## config.mk

```make
export PLATFORM = sky130hd
export DESIGN_NAME = pld_dispatch
export DESIGN_NICKNAME = d
export VERILOG_FILES = /design/src/rtl/pld_dispatch.sv
export SDC_FILE = /design/constraint.sdc
export NUM_CORES = 1
export LEC_CHECK = 0
export ABC_AREA = 0
export BUFFER_PORTS_ARGS = -buffer_cell sky130_fd_sc_hd__buf_2
export CAP_MARGIN = 10
export CORE_ASPECT_RATIO = 1.4
export CORE_MARGIN = 2
export CORE_UTILIZATION = 25
export DETAILED_ROUTE_END_ITERATION = 8
export GPL_TIMING_DRIVEN = 0
export HOLD_SLACK_MARGIN = 0.05
export PLACE_DENSITY_LB_ADDON = 0.3
export SKIP_LAST_GASP = 1
export SLEW_MARGIN = 5
export SYNTH_ARGS = -nofsm -noshare
export SYNTH_HDL_FRONTEND = slang
export SYNTH_SLANG_ARGS = --single-unit
```

## constraint.sdc

```tcl
create_clock -name clk -period 3.4 [get_ports clk]
set_clock_uncertainty 0.05 [all_clocks]
set_input_delay 0.51 -clock clk [delete_from_list [all_inputs] [get_ports clk]]
set_output_delay 0.51 -clock clk [all_outputs]
set_load 0.03 [all_outputs]
```

## src/rtl/pld_dispatch.sv

```systemverilog
// pld_dispatch
//
// Single-producer, WIDTH-consumer valid/ready dispatcher. Every accepted beat is
// routed by dst_s into a private 2-entry FIFO for that output, so a stalled
// consumer only back-pressures beats aimed at itself. rdy_s is computed from
// registered FIFO counts only and never looks at v_rdy_m.
//
// Optional feature macro: PLD_DISPATCH_BCAST_EN adds bcast_s. A broadcast beat
// is pushed into every output FIFO at once and needs room in all of them.
//
// Ports
//   clk       clock, rising edge
//   rst_n     synchronous active-low reset
//   vld_s     input valid
//   rdy_s     input ready
//   pld_s     input payload
//   dst_s     destination output index, qualified by vld_s
//   bcast_s   broadcast request (PLD_DISPATCH_BCAST_EN only)
//   v_vld_m   per-output valid
//   v_rdy_m   per-output ready
//   v_pld_m   per-output payload (head of each FIFO)
//   err_drop  one-cycle pulse after a beat with out-of-range dst_s was dropped

module pld_dispatch #(
   parameter type PLD_TYPE = logic,
   parameter int  WIDTH    = 3,
   parameter int  DW       = $clog2(WIDTH)   // derived, leave at default
) (
   input  logic                   clk,
   input  logic                   rst_n,
   input  logic                   vld_s,
   output logic                   rdy_s,
   input  PLD_TYPE                pld_s,
   input  logic [DW-1:0]          dst_s,
`ifdef PLD_DISPATCH_BCAST_EN
   input  logic                   bcast_s,
`endif
   output logic [WIDTH-1:0]       v_vld_m,
   input  logic [WIDTH-1:0]       v_rdy_m,
   output PLD_TYPE [WIDTH-1:0]    v_pld_m,
   output logic                   err_drop
);

   logic [1:0]       cnt [WIDTH];
   logic [WIDTH-1:0] wptr;
   logic [WIDTH-1:0] rptr;
   PLD_TYPE          mem [WIDTH][2];

   logic [WIDTH-1:0] dst_hot;
   logic [WIDTH-1:0] push;
   logic [WIDTH-1:0] pop;
   logic             in_range;
   logic             sel_full;
   logic             all_open;
   logic             accept;
   logic             drop;

   // Decode dst_s by comparison rather than indexing so that codes >= WIDTH
   // (possible when WIDTH is not a power of two) simply match nothing.
   always_comb begin
      dst_hot  = '0;
      in_range = 1'b0;
      sel_full = 1'b0;
      all_open = 1'b1;
      for (int i = 0; i < WIDTH; i++) begin
         if (cnt[i] == 2'd2) all_open = 1'b0;
         if (dst_s == DW'(i)) begin
            dst_hot[i] = 1'b1;
            in_range   = 1'b1;
            sel_full   = (cnt[i] == 2'd2);
         end
      end
   end

   // A pop in the same cycle does not reopen a full FIFO; this keeps v_rdy_m
   // out of the rdy_s cone.
   always_comb begin
      rdy_s = in_range ? !sel_full : 1'b1;
`ifdef PLD_DISPATCH_BCAST_EN
      if (vld_s && bcast_s) rdy_s = all_open;
`endif
   end

   always_comb begin
      accept = vld_s && rdy_s;
      push   = '0;
      drop   = 1'b0;
      if (accept) begin
`ifdef PLD_DISPATCH_BCAST_EN
         if (bcast_s) push = '1;
         else
`endif
         if (in_range) push = dst_hot;
         else          drop = 1'b1;
      end
   end

   always_comb begin
      for (int i = 0; i < WIDTH; i++) begin
         v_vld_m[i] = (cnt[i] != 2'd0);
         v_pld_m[i] = mem[i][rptr[i]];
      end
      pop = v_vld_m & v_rdy_m;
   end

   always_ff @(posedge clk) begin
      if (!rst_n) begin
         for (int i = 0; i < WIDTH; i++) cnt[i] <= 2'd0;
         wptr     <= '0;
         rptr     <= '0;
         err_drop <= 1'b0;
      end else begin
         err_drop <= drop;
         for (int i = 0; i < WIDTH; i++) begin
            if (push[i]) wptr[i] <= ~wptr[i];
            if (pop[i])  rptr[i] <= ~rptr[i];
            case ({push[i], pop[i]})
               2'b10:   cnt[i] <= cnt[i] + 2'd1;
               2'b01:   cnt[i] <= cnt[i] - 2'd1;
               default: cnt[i] <= cnt[i];
            endcase
         end
      end
   end

   // Storage is not reset; an entry is only visible once its count covers it.
   always_ff @(posedge clk) begin
      for (int i = 0; i < WIDTH; i++) begin
         if (push[i]) mem[i][wptr[i]] <= pld_s;
      end
   end

endmodule

```

==> results by group, run 1 <==
Placed design
  – Detailed Place HPWL: 1610 um
  – GP Congestion: 0.811
  – Dpl cells: 163
  – I/O Buffers: 14

Cells and area
  – Layout Nets: 140
  – FF/Latch Area: 500 um^2
  – Multi-input gate area in the final layout: 519 um^2
  – Final antenna diode count: 0
  – Fin cells: 167
  – Layout cell share with drive strength beyond 1: 21.3%
  – P&R area growth vs syn: 16.0%
  – Layout fillers: 427
  – Most frequent cells in the layout: nor2_1, buf_2, edfxtp_1

Die
  – Die H: 81.5 um
  – Starting Density: 25.7%
  – Io pins: 17
  – Die ar.: 4840 um^2
  – Die Wd: 59.4 um
  – Row count: 28
  – Core area: 4170 um^2

Worst setup path
  – Slowest cell on the critical path: or4_4
  – Startpoint Class: flip-flop
  – Reg2Reg Depth: 6
  – CP Cell Sequence: o21ai_0 > inv_1 > ha_1 > or4_4 > nor4_1 > a211oi_1
  – Max stage delay on crit path: 0.55 ns
  – Crit path kind: flip-flop to flip-flop
  – RR Endpoint: cnt[2][0]
  – Worst path top cell family by delay: simple AND/OR/NAND/NOR gates
  – Worst r2r src: cnt[1][0]
  – Worst EP arrival: 2.60 ns
  – Critical Path End Type: flip-flop
  – Critical path required time: 3.34 ns
  – Reg-to-reg setup timing slack: 0.75 ns
  – Critical Path Fanout Max: 6
  – Worst Path Buf+Inv: 1

Timing
  – Setup violators final: 0
  – Worst slew pin tran: 0.503 ns
  – Endpoints failing hold: 0
  – Final Max Tran Viols: 0
  – Total negative slack: 0 ns
  – Post-route clock period utilization: 78.1%
  – RSZ-0062 raised after global routing: false
  – Rel. slew slack: 66.1%
  – Min cycle time layout: 2.65 ns
  – Highest Clock Rate: 0.377 GHz

Clock tree
  – Post-CTS setup buffer count: 0
  – Worst skew pair latency: 0.26 ns
  – Count of hold-fix buffers inserted at cts: 0
  – CTS Buffer Depth: 2
  – Clk pin slew, worst setup/hold paths: 0.07 ns
  – Root Buffer Master: clkbuf_8
  – Num CTS Buffers: 3
  – Htree depth: 1
  – Cts repair resizes: 0
  – Clock sinks: 19
  – CTS tree: yes

Hold path
  – Worst min-delay path startpoint: wptr[1]
  – Worst Hold End: wptr[1]
  – Hold path cells: 2
  – HP Class: flip-flop to flip-flop

Job
  – Max cap viols: 0

Power
  – PwrDens: 483 nW/um^2
  – Leakage power: 0.000525 uW
  – Highest ir drop seen on vdd: 0.000125 V
  – Total power: 600 uW

Drt
  – WL final: 2020 um
  – Vias: 758
  – Post-DR wirelength/cell: 12.1 um
  – # DRC: 0
  – DRT iter0 DRCs: 8
  – Number of nets still failing antenna checks after routing: 0
  – Pre-antenna DRT Iters: 3
  – Via density: 4.54

Logic synthesis
  – Post-Syn Area per Cell: 10.3 um^2
  – Synth Net Count: 121
  – Unique masters post-synth: 31
  – Most used DFF post-synth: edfxtp_1
  – Yosys reg bits: 19
  – Seq/Total Area, Yosys: 46.7%
  – Synth area leaders: edfxtp_1, dfxtp_1, ha_1
  – Asr flop ratio synth: 0%
  – Post-synth EDFFs: 12
  – Post-synth top area share: 33.6%
  – Synthesis Warnings: 0
  – Post-synth top area cell: edfxtp_1
  – Mapped Cells: 104
  – Synth Cell Area: 1070 um^2

GRT
  – First-pass GRT wire length: 3520 um
  – Largest net degree at the start of global routing: 11
  – Remaining Overflow, GRT: 0
  – Vias in the first global route: 768
  – GRT Total Usage: 9.91%
  – Initial antenna violation count: 0

Run status
  – Status: finished, final reports clean
## area by class of cell
cell class,instances,area share [%]
Inverter,11,3.32
Timing Repair Buffer,14,5.63
Clock buffer,4,3.62
Tap cell,45,4.53
Sequential cell,19,40.2
Buffer,3,0.905
Multi-Input combinational cell,71,41.8
## where the power goes
part / switching [uW] / internal [uW]
clock network: 73.1 / 83.4
logic: 91.3 / 63.9
registers: 17.8 / 271
## state kept, by name (all words and copies together), names as in the netlist
signal	count
rptr	3
cnt	6
mem	6
wptr	3
err_drop	1
## through the flow
stage	hold slack (ns)	setup WS, ns	area (um^2)	util (%)
3_5_place_dp	0.421	0.545	1200	28.8
2_1_floorplan	0.401	0.877	1070	-
6_report	0.425	0.745	1240	29.8
5_1_grt	0.459	0.546	1240	29.8
4_1_cts	0.431	0.721	1240	29.8
3_3_place_gp	0.412	0.623	1200	28.8
## cell families (layout without fill, tap and decap cells)
kind of cell,after synthesis,in the layout,share of synthesized area [%]
multiplexers,5,5,5.02
AO/OA/AOI/OAI,11,11,8.17
XOR/XNOR,6,6,4.90
AND/OR/NAND/NOR,41,41,21.0
adder cells (fa/ha/maj),8,8,9.34
flip-flops,19,19,46.7
buffers and inverters,14,32,4.90
## cell usage after synthesis (2+ instances only)
| cell | count |
|---|---|
| o21ai_0 | 5 |
| ha_1 | 8 |
| and2_1 | 4 |
| clkbuf_1 | 3 |
| nor2_1 | 14 |
| nor2b_1 | 3 |
| xnor2_1 | 2 |
| nand2b_1 | 4 |
| xor2_1 | 4 |
| nand2_1 | 3 |
| dfxtp_1 | 7 |
| mux2i_1 | 2 |
| mux2_2 | 3 |
| nor3_1 | 3 |
| or2_2 | 2 |
| inv_1 | 11 |
| edfxtp_1 | 12 |
## layer usage
metal	up-vias	global-route usage, %	share of wire, %
li1	391	-	-
met1	350	10.7	44
met2	13	17.1	49
met3	4	2.20	4.2
met4	0	6.14	2.5
met5	-	0	0
## worst register-to-register path, cell delays in order (launching register included)
cell and delay [ns]:
edfxtp_1 0.47, o21ai_0 0.47, inv_1 0.09, ha_1 0.27, or4_4 0.56, nor4_1 0.33, a211oi_1 0.15
## how the worst max path moves through the flow
stage | depth (start not counted) | to | from | slack (ns)
after floorplan | 8 | cnt[2][1] | dst_s[0] | 0.88
after global placement | 8 | cnt[2][1] | dst_s[0] | 0.62
after detailed placement | 8 | cnt[2][0] | dst_s[0] | 0.54
after CTS | 6 | cnt[2][0] | cnt[1][0] | 0.72
after global routing | 6 | cnt[2][0] | cnt[1][0] | 0.55
final | 6 | cnt[2][0] | cnt[1][0] | 0.75
Note: power is estimated with default switching activity, not from simulation.
==> run 2: changes to the inputs <==
==> constraint.sdc (replaced) <==
create_clock -name clk -period 2.65 [get_ports clk]
set_clock_uncertainty 0.05 [all_clocks]
set_input_delay 0.3975 -clock clk [delete_from_list [all_inputs] [get_ports clk]]
set_output_delay 0.3975 -clock clk [all_outputs]
set_load 0.03 [all_outputs]
==> run 2 against run 1 <==
Effect of this change: via count is 1.3% higher; final area increased by 2.4%; sequential power rose by 28%; sequential share of layout area shrank 0.95 points; critical path depth rose by 1; highest routed layer unchanged; critical path type unchanged; clock-buffer cell count is the same; register-to-register slack worse by 0.60 ns; global-route usage unchanged; first-iteration DRC count is 25% higher; largest cell class unchanged; worst setup slack got worse by 0.60 ns; routed wire length up 2.1%.
==> results by group, run 2 (synthesis gave the netlist of run 1 again) <==
Job
  – Max cap viols: 0

Clock tree
  – Count of hold-fix buffers inserted at cts: 0
  – Clock sinks: 19
  – Num CTS Buffers: 3
  – Worst skew pair latency: 0.26 ns
  – Clk pin slew, worst setup/hold paths: 0.07 ns
  – Root Buffer Master: clkbuf_8
  – CTS Buffer Depth: 2
  – CTS tree: yes
  – Htree depth: 1

Die
  – Row count: 28
  – Die Wd: 59.4 um
  – Die ar.: 4840 um^2
  – Die H: 81.5 um
  – Starting Density: 25.7%
  – Core area: 4170 um^2
  – Io pins: 17

Worst setup path
  – Reg2Reg Depth: 7
  – Critical path required time: 2.60 ns
  – Setup crit start: cnt[1][0]
  – Worst r2r src: cnt[1][0]
  – Reg-to-reg setup timing slack: 0.15 ns
  – Crit path kind: flip-flop to flip-flop
  – Critical Path End Type: flip-flop
  – RR Endpoint: cnt[1][1]
  – Critical Path End: cnt[1][1]
  – Critical Path Fanout Max: 5
  – Startpoint Class: flip-flop
  – Worst EP arrival: 2.45 ns

GRT
  – Initial antenna violation count: 0
  – Largest net degree at the start of global routing: 11
  – Vias in the first global route: 768
  – Remaining Overflow, GRT: 0
  – First-pass GRT wire length: 3520 um
  – GRT Total Usage: 9.91%

Run status
  – Status: finished, final reports clean

Timing
  – Endpoints failing hold: 0
  – Post-route clock period utilization: 94.4%
  – RSZ-0062 raised after global routing: false
  – Highest Clock Rate: 0.400 GHz
  – Rel. slew slack: 66.6%
  – Hold WS: 0.357 ns
  – Worst slew pin tran: 0.501 ns
  – Final Max Tran Viols: 0
  – Min cycle time layout: 2.50 ns
  – Setup violators final: 0

Hold path
  – Hold path cells: 1
  – HP Class: primary input to flip-flop

Cells and area
  – Final antenna diode count: 0
  – Most frequent cells in the layout: nor2_1, buf_2, edfxtp_1
  – Layout fillers: 423
  – Layout cell share with drive strength beyond 1: 26.8%
  – Layout Nets: 141
  – P&R area growth vs syn: 18.8%

Drt
  – WL final: 2060 um
  – DRT iter0 DRCs: 10
  – # DRC: 0
  – Post-DR wirelength/cell: 12.3 um
  – Via density: 4.57
  – Vias: 768
  – Number of nets still failing antenna checks after routing: 0
  – Pre-antenna DRT Iters: 3

Placed design
  – I/O Buffers: 14
  – Detailed Place HPWL: 1610 um
  – GP Congestion: 0.811

Power
  – Leakage power: 0.000536 uW
  – Highest ir drop seen on vdd: 0.000162 V
  – Total power: 784 uW
  – PwrDens: 615 nW/um^2
[run 2: how the worst min path moves through the flow]
stage | slack [ns] | endpoint | start
global route | 0.37 | mem[0][0] | pld_s
floorplan | 0.40 | wptr[1] | wptr[1]
detailed placement | 0.42 | wptr[1] | wptr[1]
finish | 0.36 | mem[0][0] | pld_s
CTS | 0.36 | mem[0][0] | pld_s
global placement | 0.41 | wptr[0] | wptr[0]
[run 2: per-stage QoR]
step / instance area [um^2] / setup slack [ns] / util (%) / TNS, ns / cells
after floorplan: 1070 / 0.239 / - / 0 / 104
after global placement: 1200 / -0.0148 / 28.8 / -0.0216 / 163
after detailed placement: 1200 / -0.0926 / 28.8 / -0.289 / 163
after CTS: 1240 / 0.0558 / 29.8 / 0 / 167
after global routing: 1270 / 0.00592 / 30.6 / 0 / 168
final: 1270 / 0.149 / 30.6 / 0 / 168
[run 2: critical path, cell delays in order, from the launching register on]
cell      delay [ns]
edfxtp_1        0.44
nand2b_1        0.12
and3_2          0.23
inv_1           0.07
ha_1            0.24
or4_4           0.56
o41ai_4         0.42
nor3_1          0.11
[run 2: area by class of cell]
cell class	count	area [um^2]	area share (%)
Buffer	2	7.51	0.589
Clock buffer	4	45.0	3.54
Inverter	11	41.3	3.24
Multi-Input combinational cell	71	538	42.2
Sequential cell	19	500	39.3
Tap cell	45	56.3	4.42
Timing Repair Buffer	16	85.1	6.68
[run 2: what timing repair did]
item                                    4_1_cts  5_1_grt
resized for setup                             1        6
setup buffers                                 0        2
endpoints found under the setup margin        2        6
pin swaps                                     0        1
gates cloned                                  0        0
[run 2: power breakdown]
group	total [uW]	internal [uW]	switching, uW
logic	212	89.5	122
clock network	201	107	94.5
registers	370	347	23.1
[run 2: metal layers]
metal  global-route usage (%)  share of wire [%]  up-vias
li1                         -                  -      393
met1                     10.7                 44      356
met2                     17.1                 49       15
met3                     2.20                4.1        4
met4                     6.14                2.3        0
met5                        0                  0        -
==> run 3: changes to the inputs <==
--- a/config.mk
+++ b/config.mk
@@ -6,9 +6,9 @@
 export NUM_CORES = 1
 export LEC_CHECK = 0
 export ABC_AREA = 0
-export BUFFER_PORTS_ARGS = -buffer_cell sky130_fd_sc_hd__buf_2
+export BUFFER_PORTS_ARGS = -buffer_cell sky130_fd_sc_hd__buf_4
 export CAP_MARGIN = 10
-export CORE_ASPECT_RATIO = 1.4
+export CORE_ASPECT_RATIO = 0.75
 export CORE_MARGIN = 2
 export CORE_UTILIZATION = 25
 export DETAILED_ROUTE_END_ITERATION = 8
==> run 3 against run 2 <==
Effect of this change: clock-buffer cell count did not move; critical path depth did not move; critical endpoint is now cnt[0][1]; global-route usage fell by 0.34 points; sequential power barely moved; register-to-register slack barely moved; first-iteration DRC count rose to 5.5 times the previous value; combinational power rose by 10%; final area rose by 5.1%; highest routed layer unchanged; worst setup slack improved by 0.011 ns; critical path type unchanged; sequential share of layout area fell by 1.9 points; die area barely moved.
==> results by group, run 3 (synthesis gave the netlist of run 1 again) <==
Run status
  – Status: finished, final reports clean

Placed design
  – I/O Buffers: 14
  – GP Congestion: 0.779
  – Dpl cell area: 1250 um^2
  – Detailed Place HPWL: 1600 um

Die
  – Starting Density: 26.3%
  – Die Wd: 79.6 um
  – Core area: 4080 um^2
  – Die ar.: 4830 um^2
  – Io pins: 17
  – Row count: 20
  – Die H: 60.7 um

Cells and area
  – Post-route cell area: 1340 um^2
  – Commonest non-fill, non-tap cell in the layout: buf_4
  – Layout cell share with drive strength beyond 1: 28.2%
  – Layout fillers: 412
  – Layout Nets: 142
  – Most frequent cells in the layout: buf_4, nor2_1, edfxtp_1
  – Final antenna diode count: 0
  – P&R area growth vs syn: 24.9%
  – Final core occ: 32.8%

Hold path
  – Hold path cells: 1
  – HP Class: primary input to flip-flop

Clock tree
  – Num CTS Buffers: 3
  – Worst skew pair latency: 0.25 ns
  – CTS Buffer Depth: 2
  – Htree depth: 1
  – CTS tree: yes
  – Root Buffer Master: clkbuf_8
  – Clk pin slew, worst setup/hold paths: 0.07 ns
  – Clock sinks: 19

Timing
  – Min cycle time layout: 2.49 ns
  – Setup violators final: 0
  – Total negative slack: 0 ns
  – Worst slew pin tran: 0.490 ns
  – Highest Clock Rate: 0.402 GHz
  – Endpoints failing hold: 0
  – Rel. slew slack: 67.4%
  – Final Max Tran Viols: 0
  – Hold WS: 0.322 ns
  – Post-route clock period utilization: 94.0%
  – RSZ-0062 raised after global routing: false

Power
  – PwrDens: 596 nW/um^2
  – Leakage power: 0.000553 uW
  – Highest ir drop seen on vdd: 0.000267 V
  – Total power: 798 uW

Drt
  – Pre-antenna DRT Iters: 2
  – Vias: 764
  – # DRC: 0
  – Via density: 4.27
  – Number of nets still failing antenna checks after routing: 0
  – WL final: 2010 um
  – DRT iter0 DRCs: 55
  – Post-DR wirelength/cell: 11.2 um

GRT
  – Largest net degree at the start of global routing: 11
  – Initial antenna violation count: 0
  – GRT Total Usage: 9.57%
  – First-pass GRT wire length: 3520 um
  – Remaining Overflow, GRT: 0
  – Vias in the first global route: 758

Job
  – Max cap viols: 0

Worst setup path
  – Worst EP arrival: 2.43 ns
  – Reg-to-reg setup timing slack: 0.16 ns
  – Critical path required time: 2.59 ns
  – Critical Path Fanout Max: 5
  – Reg2Reg Depth: 7
  – Critical Path End Type: flip-flop
  – Startpoint Class: flip-flop
  – Crit path kind: flip-flop to flip-flop
==> run 3: cell types whose count changed in the layout (fill, tap and decap cells not counted) <==
| cell | delta |
|---|---|
| ha_1 | -1 |
| ha_2 | +1 |
| o21ai_2 | -1 |
| buf_2 | -14 |
| buf_4 | +15 |
| o21ai_4 | +1 |
==> run 3: worst paths after layout <==
kind	start	endpoint
hold reg to reg	wptr[1]	wptr[1]
setup / recovery	cnt[1][0]	cnt[0][1]
setup reg to reg	cnt[1][0]	cnt[0][1]
hold / removal	pld_s	mem[0][5]
==> run 3: report_power, final <==
part	switching (uW)	total [uW]	internal, uW
clock network	89.1	196	107
registers	20.8	368	347
logic	129	234	105
==> run 3: per-stage QoR <==
stage,worst slack [ns],instances
CTS,0.0386,177
detailed placement,-0.0983,173
floorplan,0.239,104
global placement,-0.0667,173
global route,0.00949,179
finish,0.159,179
==> run 3: area by class of cell <==
type                    instances  area (um^2)  area share [%]
plain buffers                   2         7.51           0.561
well taps                      55         68.8            5.14
multi-input cells              71          548            40.9
inverters                      11         41.3            3.08
clock buffers                   4         45.0            3.36
repair buffers                 17          128            9.53
flip-flops and latches         19          500            37.4
==> run 3: worst max-delay path: stages (launching register included) <==
cell      delay [ns]
edfxtp_1        0.45
buf_4           0.18
o21ai_4         0.18
inv_1           0.06
ha_2            0.21
or4_4           0.54
o41ai_4         0.45
nor3_1          0.11
==> run 3: metal layers <==
layer	global-route usage (%)	vias to the layer above	share of wire, %	wire length (um)
li1	-	396	-	-
met1	12.4	354	48	965
met2	16.2	12	48	965
met3	3.57	2	3.7	75
met4	0.739	0	0.30	6
met5	0	-	0	0
==> run 3: repair_timing <==
item / 4_1_cts / 5_1_grt
resized for setup: 0 / 9
hold buffers: 0 / 0
setup endpoints to repair: 0 / 6
setup buffers: 0 / 3
endpoints found under the hold margin: 0 / 0
